`src/rtl/cla_alu_seq.sv`:
```
// cla_alu_seq: multi-cycle ADD/SUB/ADC/SBB unit, one carry-lookahead slice per cycle,
// with the inter-slice carry held in a register and status flags on the final slice.
module cla_alu_seq #(
  parameter int WIDTH = 8,
  parameter int BLOCK = 4
) (
  input  logic             clk,
  input  logic             rst_n,
  input  logic             en,
  input  logic [1:0]       mode,
  input  logic             c_in,
  input  logic [WIDTH-1:0] A,
  input  logic [WIDTH-1:0] B,
  output logic [WIDTH-1:0] Output,
  output logic             c_out,
  output logic             zero,
  output logic             negative,
  output logic             overflow,
  output logic             busy,
  output logic             ready
);
  localparam int NSLICE = WIDTH / BLOCK;
  localparam int IW = NSLICE > 1 ? $clog2(NSLICE) : 1;
  typedef enum logic [1:0] {IDLE, CALC, DONE} state_t;
  state_t r_state, w_next;
  logic [IW-1:0] r_idx;
  logic r_carry;
  logic [WIDTH-1:0] r_a, r_b, w_out;
  logic [BLOCK-1:0] w_sa, w_sb, w_g, w_p, w_sum;
  logic [BLOCK:0] w_c;
  logic w_accept, w_last;
  assign w_accept = en && r_state != CALC;
  assign w_last = r_idx == IW'(NSLICE - 1);
  assign busy = r_state == CALC;
  assign ready = r_state == DONE;
  assign w_sa = r_a[r_idx*BLOCK +: BLOCK];
  assign w_sb = r_b[r_idx*BLOCK +: BLOCK];
  assign w_g = w_sa & w_sb;
  assign w_p = w_sa ^ w_sb;
  assign w_sum = w_p ^ w_c[BLOCK-1:0];
  // Each slice carry is a flat sum of generate terms, not a ripple through lower carries.
  always_comb begin
    logic acc, pp;
    acc = 1'b0;
    pp = 1'b0;
    w_c = '0;
    w_c[0] = r_carry;
    for (int k = 0; k < BLOCK; k++) begin
      acc = w_g[k];
      pp = w_p[k];
      for (int j = k - 1; j >= 0; j--) begin
        acc = acc | (pp & w_g[j]);
        pp = pp & w_p[j];
      end
      w_c[k+1] = acc | (pp & r_carry);
    end
  end
  always_comb begin
    w_out = Output;
    w_out[r_idx*BLOCK +: BLOCK] = w_sum;
  end
  always_comb begin
    w_next = w_accept ? CALC : (r_state == CALC) ? (w_last ? DONE : CALC) : IDLE;
  end
  always_ff @(posedge clk or negedge rst_n) begin
    if (!rst_n) r_state <= IDLE;
    else r_state <= w_next;
  end
  always_ff @(posedge clk or negedge rst_n) begin
    if (!rst_n) begin
      r_a <= '0;
      r_b <= '0;
      r_carry <= 1'b0;
      r_idx <= '0;
      Output <= '0;
      c_out <= 1'b0;
      zero <= 1'b0;
      negative <= 1'b0;
      overflow <= 1'b0;
    end else if (w_accept) begin
      r_a <= A;
      r_b <= mode[0] ? ~B : B;
      r_carry <= mode[1] ? (c_in ^ mode[0]) : mode[0];
      r_idx <= '0;
    end else if (r_state == CALC) begin
      Output <= w_out;
      r_carry <= w_c[BLOCK];
      r_idx <= r_idx + 1'b1;
      if (w_last) begin
        c_out <= w_c[BLOCK];
        overflow <= w_c[BLOCK] ^ w_c[BLOCK-1];
        zero <= ~|w_out;
        negative <= w_out[WIDTH-1];
      end
    end
  end
endmodule

```
`config.mk`:
```
export PLATFORM = sky130hd
export DESIGN_NAME = cla_alu_seq
export DESIGN_NICKNAME = d
export VERILOG_FILES = /design/src/rtl/cla_alu_seq.sv
export SDC_FILE = /design/constraint.sdc
export NUM_CORES = 1
export LEC_CHECK = 0
export CAP_MARGIN = 20
export CORE_ASPECT_RATIO = 1.4
export CORE_MARGIN = 8
export CORE_UTILIZATION = 50
export DETAILED_ROUTE_END_ITERATION = 7
export PLACE_DENSITY_LB_ADDON = 0.15
export REMOVE_ABC_BUFFERS = 1
export SLEW_MARGIN = 20
export SYNTH_ARGS = -nofsm -noshare
export SYNTH_HDL_FRONTEND = slang
export SYNTH_SLANG_ARGS = --single-unit
```
`constraint.sdc`:
```
create_clock -name clk -period 4.5 [get_ports clk]
set_input_delay 0.9 -clock clk [delete_from_list [all_inputs] [get_ports clk]]
set_output_delay 0.9 -clock clk [all_outputs]
set_load 0.02 [all_outputs]
```
==> impl.org, run 1 <==
** Clock tree
- Hold_buf cts :: 0
- The cell sitting at the root of the clock tree is a clkbuf_8.
- Gates resized during post-CTS repair numbered 0.
- Insertion delay to the later sink of the worst-skew pair :: 0.27 ns
- The clock tree synthesis step divided the H-tree into 2 levels.
- TritonCTS built the clock tree.
- Num Clock Sinks :: 32
- In this run the post-CTS setup repair buffer count came out at 0.
- Number of clock buffers inserted by TritonCTS :: 5
- Clock-pin slew on the worst setup and hold paths :: 0.06 ns
- Maximum number of buffers from clock root to sink :: 2

** Critical path
- Along the worst path, the maximum fanout reaches 11.
- Reg2Reg Capture Point :: zero
- At the worst endpoint, the arrival time is 2.59 ns.
- Reg-to-reg critical path startpoint :: r_idx
- Register-to-Register Path Depth :: 7
- The setup path with the least slack is of type register to register.
- Across all register-to-register paths, the minimum setup slack is 2.08 ns.
- CP required :: 4.66 ns
- The worst setup path is captured at a register.
- Critical Path Start Type :: register

** Final layout
- Area growth from synthesis to final layout :: 28.14%
- Ant diodes :: 0
- Counting the fill cells in the layout gives 271.
- Cells with a size suffix above 1 make up 14.37% of the layout.
- Final-stage net count :: 202

** Synthesis
- Post-synthesis sequential area ratio :: 50.59%
- Top cell type's share of synthesized area :: 50.59%
- The most used flip-flop cell after synthesis is dfrtp_1.
- YS warnings :: 0
- Cell area after synthesis :: 0.001583 mm²
- Counting every instance in the synthesized netlist gives 139.
- Of all cell types, the one taking the most synthesized area is dfrtp_1.
- The synthesized design contains 0 enable-type register cells.
- Counting flops with an async set or reset pin after synthesis yields a share of 100.0%.
- After synthesis, the mean cell area works out to 11.39 µm².
- The commonest cells after synthesis are dfrtp_1 (32), nand2_1 (22), o21ai_0 (21).
- Main area contributors after synthesis :: dfrtp_1 (51%), mux2_2 (7.8%), o21ai_0 (6.6%)
- Synth cell types :: 26
- Post-synthesis sequential element count :: 32
- Most numerous cell in the Yosys netlist :: dfrtp_1

** Route
- Via count :: 1070
- After detailed routing, the number of vias per cell comes to 5.023.
- Iteration count of the initial detailed-routing pass :: 4
- In the final routed layout, each cell accounts on average for 13.86 µm.
- Number of routed nets with antenna violations :: 0
- Summed over all layers, the routed wires come to 2.953 mm.
- For this run, design rule violations remaining after detail routing come to 0.
- In this run, the number of DRC markers left after iteration 0 of detailed routing was 23.

** Worst hold path
- Path category of the worst min-delay check :: register to register
- Number of stages on the worst hold path :: 2
- Worst Hold Endpoint :: Output[4]
- The worst hold path begins at Output[4].

** Timing
- RSZ-0062 raised after global routing :: false
- The final critical path takes up 53.85% of the cycle.
- Relative slew slack :: 67.37%
- Smallest setup slack after layout :: 2.077 ns
- Clock Skews :: 0.002926 ns
- F_max :: 412.6 MHz
- At the pin with the least slew margin, the transition time is 0.4879 ns.
- Min cycle time layout :: 2.423 ns
- Setup Total Neg Slack :: 0 ns
- The max-slew violation count is 0.
- Setup violations remaining at the end of the flow were counted as 0.
- The hold violation count in the final report was 0.

** Run status
- The run finished with clean final reports.

** Flow run
- Number of violations of the max-capacitance limit :: 0

** Pwr
- The completed layout was analyzed and its total power is 0.001616 W.
- Max VDD drop :: 0.4711 mV
- In this run the power density over the cells is 796.6 mW/mm².
- Summed over all cells, the static leakage comes to 0.9105 nW.

** Place
- Buffers placed on the I/O ports in this run total 35.
- Routability-driven placement finished with a final weighted congestion of 0.7379.
- DP HPWL :: 2.293 mm
- Pre-CTS setup slack :: 2.142 ns

** Floorplan
- The floorplan step defined a die boundary enclosing 0.005247 mm².
- For this configuration, the core starts out at a cell density of 51.67%.
- Total core area :: 0.003063 mm²
- The die is 63.55 µm wide.
- Height of the die :: 82.57 µm
- For this design the top-level I/O count stands at 36.
- Row generation in the floorplan step produced 24 rows.

** Global route
- Global routing finished with a remaining overflow of 0.
- Number of antenna violations at the first check in global routing :: 0
- The via count of the first global-routing pass came to 1184.
- Global routing used 12.65% of the available tracks.
- The first global-routing pass estimated 5.237 mm of wire.
- Pin count of the biggest net entering global routing :: 33
worst max path at each step:
stage,from,cells past startpoint,slack (ns),endpoint
after floorplan,r_idx,7,2.37,zero
after global placement,r_idx,7,2.27,zero
after detailed placement,r_idx,7,2.14,negative
after CTS,r_idx,7,2.06,negative
after global routing,r_idx,7,1.83,negative
final,r_idx,7,2.08,zero
cell type report:
| class | count | area [µm²] | area share [%] |
|---|---|---|---|
| flip-flops and latches | 32 | 800.8 | 39.48 |
| multi-input cells | 95 | 709.4 | 34.98 |
| repair buffers | 36 | 357.8 | 17.64 |
| clock buffers | 7 | 96.34 | 4.750 |
| well taps | 39 | 48.80 | 2.406 |
| inverters | 4 | 15.01 | 0.7403 |
registers in the layout (all words and copies together) (netlist names):
register,cells
r_state,2
overflow,1
r_b,8
r_carry,1
negative,1
r_idx,1
Output,8
c_out,1
zero,1
r_a,8
placed cells by master, fill, tap and decap left out:
cell type,netlist,final
o21bai_2,1,1
nand2b_1,2,2
inv_1,4,4
dfrtp_1,32,32
clkdlybuf4s50_1,0,35
a21o_1,1,1
buf_4,0,1
a21oi_1,2,2
nor2_1,2,2
nor2b_4,1,1
nor3_1,1,1
fa_1,1,1
a211oi_1,1,1
clkbuf_8,0,7
mux2_4,3,3
ha_1,5,5
mux2i_1,5,5
nand4b_1,1,1
mux2_2,11,11
xor2_1,2,2
nand2_1,22,22
xnor2_1,10,10
a32o_1,1,1
and2b_1,1,1
nand2b_4,1,1
o21ai_0,21,21
routing by layer:
metal | vias up | track usage (%) | share of wire, %
met3 | 7 | 4.453 | 5.9
met5 | - | 0 | 0
met2 | 31 | 22.79 | 53
met1 | 498 | 12.72 | 40
li1 | 534 | - | -
met4 | 0 | 6.711 | 1.9
per-stage QoR:
stage          utilization [%]  instances  hold slack (ns)  cell area (µm²)
3_3_place_gp             63.07        206           0.4605             1932
2_1_floorplan                -        131           0.4444             1525
4_1_cts                  66.22        213           0.4830             2028
3_5_place_dp             63.07        206           0.4691             1932
6_report                 66.22        213           0.4764             2028
5_1_grt                  66.22        213           0.5033             2028
critical path: stages (launching register included):
cell and delay (ns):
dfrtp_1 0.61, mux2i_1 0.36, inv_1 0.10, ha_1 0.33
a211oi_1 0.33, o21bai_2 0.15, xnor2_1 0.18, a32o_1 0.26
report_power, final:
group	internal, W	switching (W)	total [W]
clock	0.000136	0.0000928	0.000229
sequential	0.000431	0.0000941	0.000525
combinational	0.000409	0.000453	0.000862
kinds of logic (layout without fill, tap and decap cells):
logic type / Yosys count / after routing / share of synthesized area (%)
DFF: 32 / 32 / 50.59
adders and majority gates: 6 / 6 / 5.217
buffers and inverters: 12 / 47 / 4.584
muxes: 19 / 19 / 13.83
xor gates and xnor gates: 12 / 12 / 6.640
AOI/OAI and AO/OA: 27 / 27 / 9.566
and+or+nand+nor: 31 / 31 / 9.565
No activity file was read; power rests on OpenSTA's default activity.
==> run 2, diff against run 1 <==
--- a/config.mk
+++ b/config.mk
@@ -8,7 +8,7 @@
 export CAP_MARGIN = 20
 export CORE_ASPECT_RATIO = 1.4
 export CORE_MARGIN = 8
-export CORE_UTILIZATION = 50
+export CORE_UTILIZATION = 49
 export DETAILED_ROUTE_END_ITERATION = 7
 export PLACE_DENSITY_LB_ADDON = 0.15
 export REMOVE_ABC_BUFFERS = 1
==> constraint.sdc (replaced) <==
create_clock -name clk -period 2.24 [get_ports clk]
set_input_delay 0.448 -clock clk [delete_from_list [all_inputs] [get_ports clk]]
set_output_delay 0.448 -clock clk [all_outputs]
set_load 0.02 [all_outputs]
==> impl.org, run 2 (same netlist as run 1, synthesis figures left out) <==
** Clock tree
- The CTS tree was yes (unchanged).
- Maximum number of buffers from clock root to sink :: 2 (unchanged)
- The number of H-tree levels was 2 (unchanged).
- Insertion delay to the later sink of the worst-skew pair :: 0.28 ns (was 0.27 ns)
- The clock-pin transition on the worst setup and hold timing paths came to 0.06 ns (about the same).
- The number of buffers created by CTS came to 5 (unchanged).
- The clock sink count was 32 (unchanged).
- Root Buffer :: clkbuf_8 (unchanged)

** Route
- The ratio of routed vias to standard cells came to 4.959 (was 5.023).
- The detail-routed net length per standard cell is 14.28 µm (was 13.86 µm).
- 1st-iter DRT viols :: 32 (was 23)
- Number of routed nets with antenna violations :: 0 (unchanged)
- DRC violations left :: 0 (unchanged)
- Via count :: 1081 (was 1070)
- Sum of routed wire length over all layers :: 3.114 mm (was 2.953 mm)
- The length of the first detailed-routing pass in iterations is 4 (unchanged).

** Critical path
- The path length in cells of the critical path is 7 (unchanged).
- Endpoint of the most critical setup path :: zero (unchanged)
- The arrival time of data at the critical path endpoint was 2.28 ns (was 2.59 ns).
- The launch point of the critical path is r_idx (unchanged).
- The cell with the largest stage delay on the worst path is dfrtp_2 (was dfrtp_1).
- The highest net fanout along the worst path came to 8 (was 11).
- The critical path data required time came to 2.40 ns (was 4.66 ns).
- The kind of end point of the critical path was a register (unchanged).
- CP Cell Sequence: buf_4 -> mux2_2 -> ha_1 -> o21ai_1 -> o21bai_2 -> xnor2_2 -> a32o_1 (was mux2i_1 -> inv_1 -> ha_1 -> a211oi_1 -> o21bai_2 -> xnor2_1 -> a32o_1).
- The worst reg2reg path depth was 7 (unchanged).
- Worst R2R Setup Slack :: 0.12 ns (was 2.08 ns)
- The reg-to-reg startpoint is r_idx (unchanged).
- Buffers plus inverters on the worst setup path :: 1 (unchanged)
- The type of the setup path with the least slack is register to register (unchanged).
- The end of the worst register-to-register path is zero (unchanged).
- Delay of the slowest cell on the worst path :: 0.48 ns (was 0.61 ns)
- The startpoint class of the critical path is a register (unchanged).
- Largest delay contributor family on the critical path :: compound AO/OA/AOI/OAI gates (unchanged)

** Place
- The half-perimeter wire length of the detailed placement result was 2.428 mm (was 2.293 mm).
- The number of placed instances with taps included came to 208 (was 206).
- IO buf count :: 35 (unchanged)
- Pre-CTS setup slack :: -0.03647 ns (was 2.142 ns)
- Placed cell areas :: 0.001947 mm² (was 0.001932 mm²)
- Routability congestion estimate from global placement :: 0.7522 (was 0.7379)

** Floorplan
- The I/O pin count is 36 (unchanged).
- The die area is 0.005331 mm² (was 0.005247 mm²).
- Starting density of the core :: 51.17% (was 51.67%)
- The height of the chip is 83.25 µm (was 82.57 µm).
- The floorplan row count came to 24 (unchanged).
- The core box area was 0.003093 mm² (was 0.003063 mm²).
- The horizontal die dimension came to 64.04 µm (was 63.55 µm).

** Final layout
- The fraction of layout cells with a size suffix above 1 is 18.99% (was 14.37%).
- The final non-filler cell area was 0.002077 mm² (was 0.002028 mm²).
- Sequential cell area in the final layout :: 802.0 µm² (was 800.8 µm²)
- The number of nets at the end of the flow is 206 (was 202).
- The most common cell after layout, fill and taps aside is clkdlybuf4s50_1 (unchanged).
- The count of antenna diodes in the layout is 0 (unchanged).
- The synthesis-to-finish area growth is 31.23% (was 28.14%).
- Largest registers :: Output (8), r_a (8), r_b (8) (unchanged)
- Post-layout instance count excluding filler cells :: 218 (was 213)
- The fill cell total of the finished layout came to 242 (was 271).
- Area used by multi-input combinational logic :: 733.2 µm² (was 709.4 µm²)
- Most frequent cells in the layout: clkdlybuf4s50_1 (35), dfrtp_1 (31), nand2_1 (22) (was clkdlybuf4s50_1 (35), dfrtp_1 (32), nand2_1 (22)).

** Global route
- Overflow after GRT :: 0 (unchanged)
- Wire length of the first global-routing pass :: 5.306 mm (was 5.237 mm)
- Vias in the first global route :: 1138 (was 1184)
- Gr usage total :: 12.69% (was 12.65%)
- The initial antenna violation count came to 0 (unchanged).
- The maximum number of pins on one net before global-route repair is 33 (unchanged).

** Run status
- Result of the run: finished clean (unchanged).

** Timing
- Min cycle time layout :: 2.117 ns (was 2.423 ns)
- Count of final hold-check violations :: 0 (unchanged)
- The max-slew violation count was 0 (unchanged).
- RSZ-0062 raised after global routing :: false (unchanged)
- The maximum frequency from static timing analysis is 472.3 MHz (was 412.6 MHz).
- The summed negative setup slack over all endpoints is 0 ns (unchanged).
- The headroom to the max-slew limit was 68.07% (was 67.37%).
- The number of endpoints failing setup at the final stage is 0 (unchanged).
- Smallest setup slack after layout :: 0.1229 ns (was 2.077 ns)
- The worst setup skew after layout came to 0.006533 ns (was 0.002926 ns).
- Pin slew with the least headroom to its limit :: 0.4774 ns (was 0.4879 ns)
- Portion of the clock cycle consumed by the worst path in the final layout :: 94.51% (was 53.85%)

** Pwr
- The maximum resistive drop on vdd came to 1.135 mV (was 0.4711 mV).
- Power per Cell Area :: 1646 mW/mm² (was 796.6 mW/mm²)
- The static power due to leakage is 0.9302 nW (was 0.9105 nW).

** Flow run
- The number of maximum-capacitance constraint violations came to 0 (unchanged).

** Worst hold path
- The class of the tightest hold or removal check was register to register (unchanged).
run 2: cell types whose count changed in the layout (fill, tap and decap cells not counted), sizes merged:
cell    before  now
buf          1    5
clkbuf       7    8
run 2: worst min-delay path by stage:
stage	slack, ns	to	startpoint	depth (start not counted)
3_3_place_gp	0.46	r_b[5]	r_b[5]	2
2_1_floorplan	0.15	Output[0]	rst_n	0
4_1_cts	0.49	r_b[1]	r_b[1]	2
6_report	0.48	r_b[1]	r_b[1]	2
3_5_place_dp	0.47	r_b[6]	r_b[6]	2
5_1_grt	0.50	r_b[3]	r_b[3]	2
run 2: per-stage QoR:
step | power, W | utilization (%) | hold WS (ns)
2_1_floorplan | 0.002229 | - | 0.1524
3_3_place_gp | 0.002779 | 62.94 | 0.4632
6_report | 0.003418 | 67.15 | 0.4772
4_1_cts | 0.003305 | 65.90 | 0.4866
5_1_grt | 0.003695 | 67.15 | 0.5038
3_5_place_dp | 0.002852 | 62.94 | 0.4700
run 2: worst reg2reg max path, cell delays in order (launching register included):
cell and delay, ns:
dfrtp_2 0.48, buf_4 0.15, mux2_2 0.32, ha_1 0.33
o21ai_1 0.17, o21bai_2 0.13, xnor2_2 0.17, a32o_1 0.26
run 2: layout make-up:
class | count | area share, %
Timing Repair Buffer | 40 | 18.67
Sequential cell | 32 | 38.61
Multi-Input combinational cell | 95 | 35.30
Tap cell | 39 | 2.349
Inverter | 4 | 0.7229
Clock buffer | 8 | 4.337
run 2: per-layer routing:
layer	part of all wire, %	vias up	GRT usage (%)	wire, µm
met5	0	-	0	0
met4	2.9	0	7.332	90
met3	6.1	7	5.376	189
met2	53	29	21.72	1651
met1	38	501	12.21	1182
li1	-	544	-	-
run 2: repair_timing:
item                       4_1_cts  5_1_grt
pin swaps                        0        0
resized for setup                1        6
setup buffers                    0        2
hold buffers                     0        0
setup endpoints to repair        2        7
run 2: power breakdown:
group,leakage (nW),internal (W),switching [W]
clock network,0.0455,0.000250,0.000188
registers,0.392,0.000868,0.000188
logic,0.493,0.000939,0.000984
total,0.930,0.00206,0.00136
==> run 3, diff against run 2 <==
--- a/config.mk
+++ b/config.mk
@@ -8,7 +8,7 @@
 export CAP_MARGIN = 20
 export CORE_ASPECT_RATIO = 1.4
 export CORE_MARGIN = 8
-export CORE_UTILIZATION = 49
+export CORE_UTILIZATION = 44
 export DETAILED_ROUTE_END_ITERATION = 7
 export PLACE_DENSITY_LB_ADDON = 0.15
 export REMOVE_ABC_BUFFERS = 1
==> constraint.sdc (replaced) <==
create_clock -name clk -period 1.74 [get_ports clk]
set_input_delay 0.348 -clock clk [delete_from_list [all_inputs] [get_ports clk]]
set_output_delay 0.348 -clock clk [all_outputs]
set_load 0.02 [all_outputs]
==> impl.org, run 3 (same netlist as run 1, synthesis figures left out) <==
** Run status
- Result of the run: finished, violations left (was finished clean).
- Violations in the final reports :: setup timing

** Final layout
- The synthesis-to-finish area growth came to 44.90% (was 31.23%).
- Largest registers :: Output (8), r_a (8), r_b (8) (unchanged)
- The final non-filler cell area was 0.002293 mm² (was 0.002077 mm²).
- The count of antenna diodes in the layout was 0 (unchanged).
- The fraction of layout cells with a size suffix above 1 was 31.77% (was 18.99%).
- Most common cell after layout, fill and taps aside :: clkdlybuf4s50_1 (unchanged)
- Final-stage net count :: 220 (was 206)
- Most frequent cells in the layout: clkdlybuf4s50_1 (33), dfrtp_1 (31), nand2_1 (22) (was clkdlybuf4s50_1 (35), dfrtp_1 (31), nand2_1 (22)).
- Post-layout instance count excluding filler cells :: 234 (was 218)
- Core occupancy in the finished layout :: 64.68% (was 67.15%)

** Global route
- Overflow after GRT :: 0 (unchanged)
- The via count of the first global-routing pass came to 1243 (was 1138).
- Gr usage total :: 12.62% (was 12.69%)
- Wire length of the first global-routing pass :: 5.520 mm (was 5.306 mm)
- The initial antenna violation count was 0 (unchanged).
- Pin count of the biggest net entering global routing :: 33 (unchanged)

** Route
- The overall routed net length is 3.220 mm (was 3.114 mm).
- The count of antenna-violating nets left after detailed routing came to 0 (unchanged).
- 1st-iter DRT viols :: 33 (was 32)
- The number of vias after detailed routing came to 1146 (was 1081).
- Average vias per placed instance :: 4.897 (was 4.959)
- The length of the first detailed-routing pass in iterations came to 4 (unchanged).
- Routed len/inst :: 13.76 µm (was 14.28 µm)
- The DRC violation count after routing was 0 (unchanged).

** Place
- The half-perimeter wire length of the detailed placement result was 2.455 mm (was 2.428 mm).
- Number of placed instances with taps included :: 225 (was 208)
- Placed cell areas :: 0.002056 mm² (was 0.001947 mm²)
- The number of I/O port buffers came to 35 (unchanged).
- Routability congestion estimate from global placement :: 0.7345 (was 0.7522)

** Critical path
- The cell with the largest stage delay on the worst path was dfrtp_2 (unchanged).
- Critical Path Start Type :: register (unchanged)
- Delay of the slowest cell on the worst path :: 0.48 ns (about the same)
- Buffers plus inverters on the worst setup path :: 2 (was 1)
- CP required :: 1.91 ns (was 2.40 ns)
- Data arrival time of the critical path :: 2.15 ns (was 2.28 ns)
- The type of the setup path with the least slack is register to register (unchanged).
- CP Cell Sequence: buf_6 -> mux2_4 -> ha_4 -> o21ai_2 -> o21bai_2 -> buf_4 -> mux2i_1 -> o21ai_1 (was buf_4 -> mux2_2 -> ha_1 -> o21ai_1 -> o21bai_2 -> xnor2_2 -> a32o_1).
- Largest delay contributor family on the critical path :: flip-flops (was compound AO/OA/AOI/OAI gates)
- The highest net fanout along the worst path was 7 (was 8).
- Type of destination of the critical path :: register (unchanged)

** Timing
- The final critical-path setup slack is -0.2351 ns (was 0.1229 ns).
- Number of pins with negative max-slew slack in the final report :: 0 (unchanged)
- Portion of the clock cycle consumed by the worst path in the final layout :: 113.5% (was 94.51%)
- The maximum frequency from static timing analysis came to 506.3 MHz (was 472.3 MHz).
- Relative slew slack :: 73.80% (was 68.07%)
- Clock Skews :: 0.006566 ns (was 0.006533 ns)
- Setup violation total in the final timing report :: 10 (was 0)
- RSZ-0062 raised after global routing: true (was false).
- Pin slew with the least headroom to its limit :: 0.3931 ns (was 0.4774 ns)
- Count of final hold-check violations :: 0 (unchanged)
- Min cycle time layout :: 1.975 ns (was 2.117 ns)

** Clock tree
- Root Buffer :: clkbuf_8 (unchanged)
- Num Clock Sinks :: 32 (unchanged)
- The clock-pin transition on the worst setup and hold timing paths came to 0.07 ns (was 0.06 ns).
- The clock latency on the worst-skew pair came to 0.28 ns (about the same).
- Number of clock buffers inserted by TritonCTS :: 5 (unchanged)
- Maximum number of buffers from clock root to sink :: 2 (unchanged)
- The CTS tree was yes (unchanged).
- Number of H-tree levels :: 2 (unchanged)

** Floorplan
- Height of the die :: 86.97 µm (was 83.25 µm)
- Chip width :: 66.69 µm (was 64.04 µm)
- Number of placed I/O pins :: 36 (unchanged)
- The floorplan row count is 26 (was 24).
- Die Area :: 0.005800 mm² (was 0.005331 mm²)
- The effective utilization at floorplan came to 44.64% (was 51.17%).
- The core box area came to 0.003546 mm² (was 0.003093 mm²).

** Pwr
- The static power due to leakage is 1.015 nW (was 0.9302 nW).
- The cell area power density is 2313 mW/mm² (was 1646 mW/mm²).
- Max VDD drop :: 1.355 mV (was 1.135 mV)
- Total chip power :: 0.005305 W (was 0.003418 W)

** Worst hold path
- The class of the tightest hold or removal check is input port to async pin (was register to register).

** Flow run
- Number of violations of the max-capacitance limit :: 0 (unchanged)
-- run 3: cell types whose count changed in the layout (fill, tap and decap cells not counted), moves of 4 or more --
cell / delta
o21ai_1: +4
buf_4: +12
ha_4: +4
o21ai_0: -5
ha_1: -5
-- run 3: final timing paths --
path	startpoint	end	slack (ns)	cells after the start
setup reg to reg	r_idx	overflow	-0.24	8
max in group asynchronous	rst_n	r_idx	0.98	2
setup / recovery	r_idx	overflow	-0.24	8
hold reg to reg	r_b[3]	r_b[3]	0.48	2
min in group clk	r_b[3]	r_b[3]	0.48	2
hold / removal	rst_n	r_state[1]	0.45	2
-- run 3: timing repair --
item                       in CTS  in global routing
hold buffers                    0                  0
pin swaps                      11                  6
setup endpoints to repair      13                 11
gates resized for setup        26                  6
setup buffers                   2                  0
cloned                          0                  0
-- run 3: through the flow --
stage          TNS, ns  setup WS, ns  hold slack [ns]
2_1_floorplan   -2.492       -0.3893          0.05241
3_5_place_dp    -3.817       -0.4572           0.4667
3_3_place_gp    -2.652       -0.3331           0.4597
6_report        -1.308       -0.2351           0.4511
4_1_cts         -1.592       -0.2451           0.4626
5_1_grt         -2.206       -0.2896           0.5035
-- run 3: metal layers --
metal,global-route usage [%],vias to the layer above,share of wire [%]
li1,-,565,-
met1,12.27,544,37
met4,9.552,0,3.3
met2,21.82,29,53
met5,0,-,0
met3,3.222,8,6.6
-- run 3: power by group --
group / internal [W] / total, W / leakage (nW) / switching, W
clock network: 0.000352 / 0.000607 / 0.0503 / 0.000255
logic: 0.00179 / 0.00335 / 0.573 / 0.00156
registers: 0.00112 / 0.00135 / 0.392 / 0.000233
total: 0.00325 / 0.00530 / 1.02 / 0.00205
-- run 3: worst register-to-register path, cell delays in order, from the launching register on --
cell and delay (ns):
dfrtp_2 0.48, buf_6 0.15, mux2_4 0.30, ha_4 0.27, o21ai_2 0.05, o21bai_2 0.20, buf_4 0.16, mux2i_1 0.17
o21ai_1 0.07
-- run 3: cell type report --
type / instances / area [µm²]
fill: 291 / 1252
multi-input combinational: 95 / 829.5
sequential: 32 / 802.0
timing repair buffer: 54 / 498.0
clock buffer: 7 / 96.34
tap: 42 / 52.55
inverter: 4 / 15.01
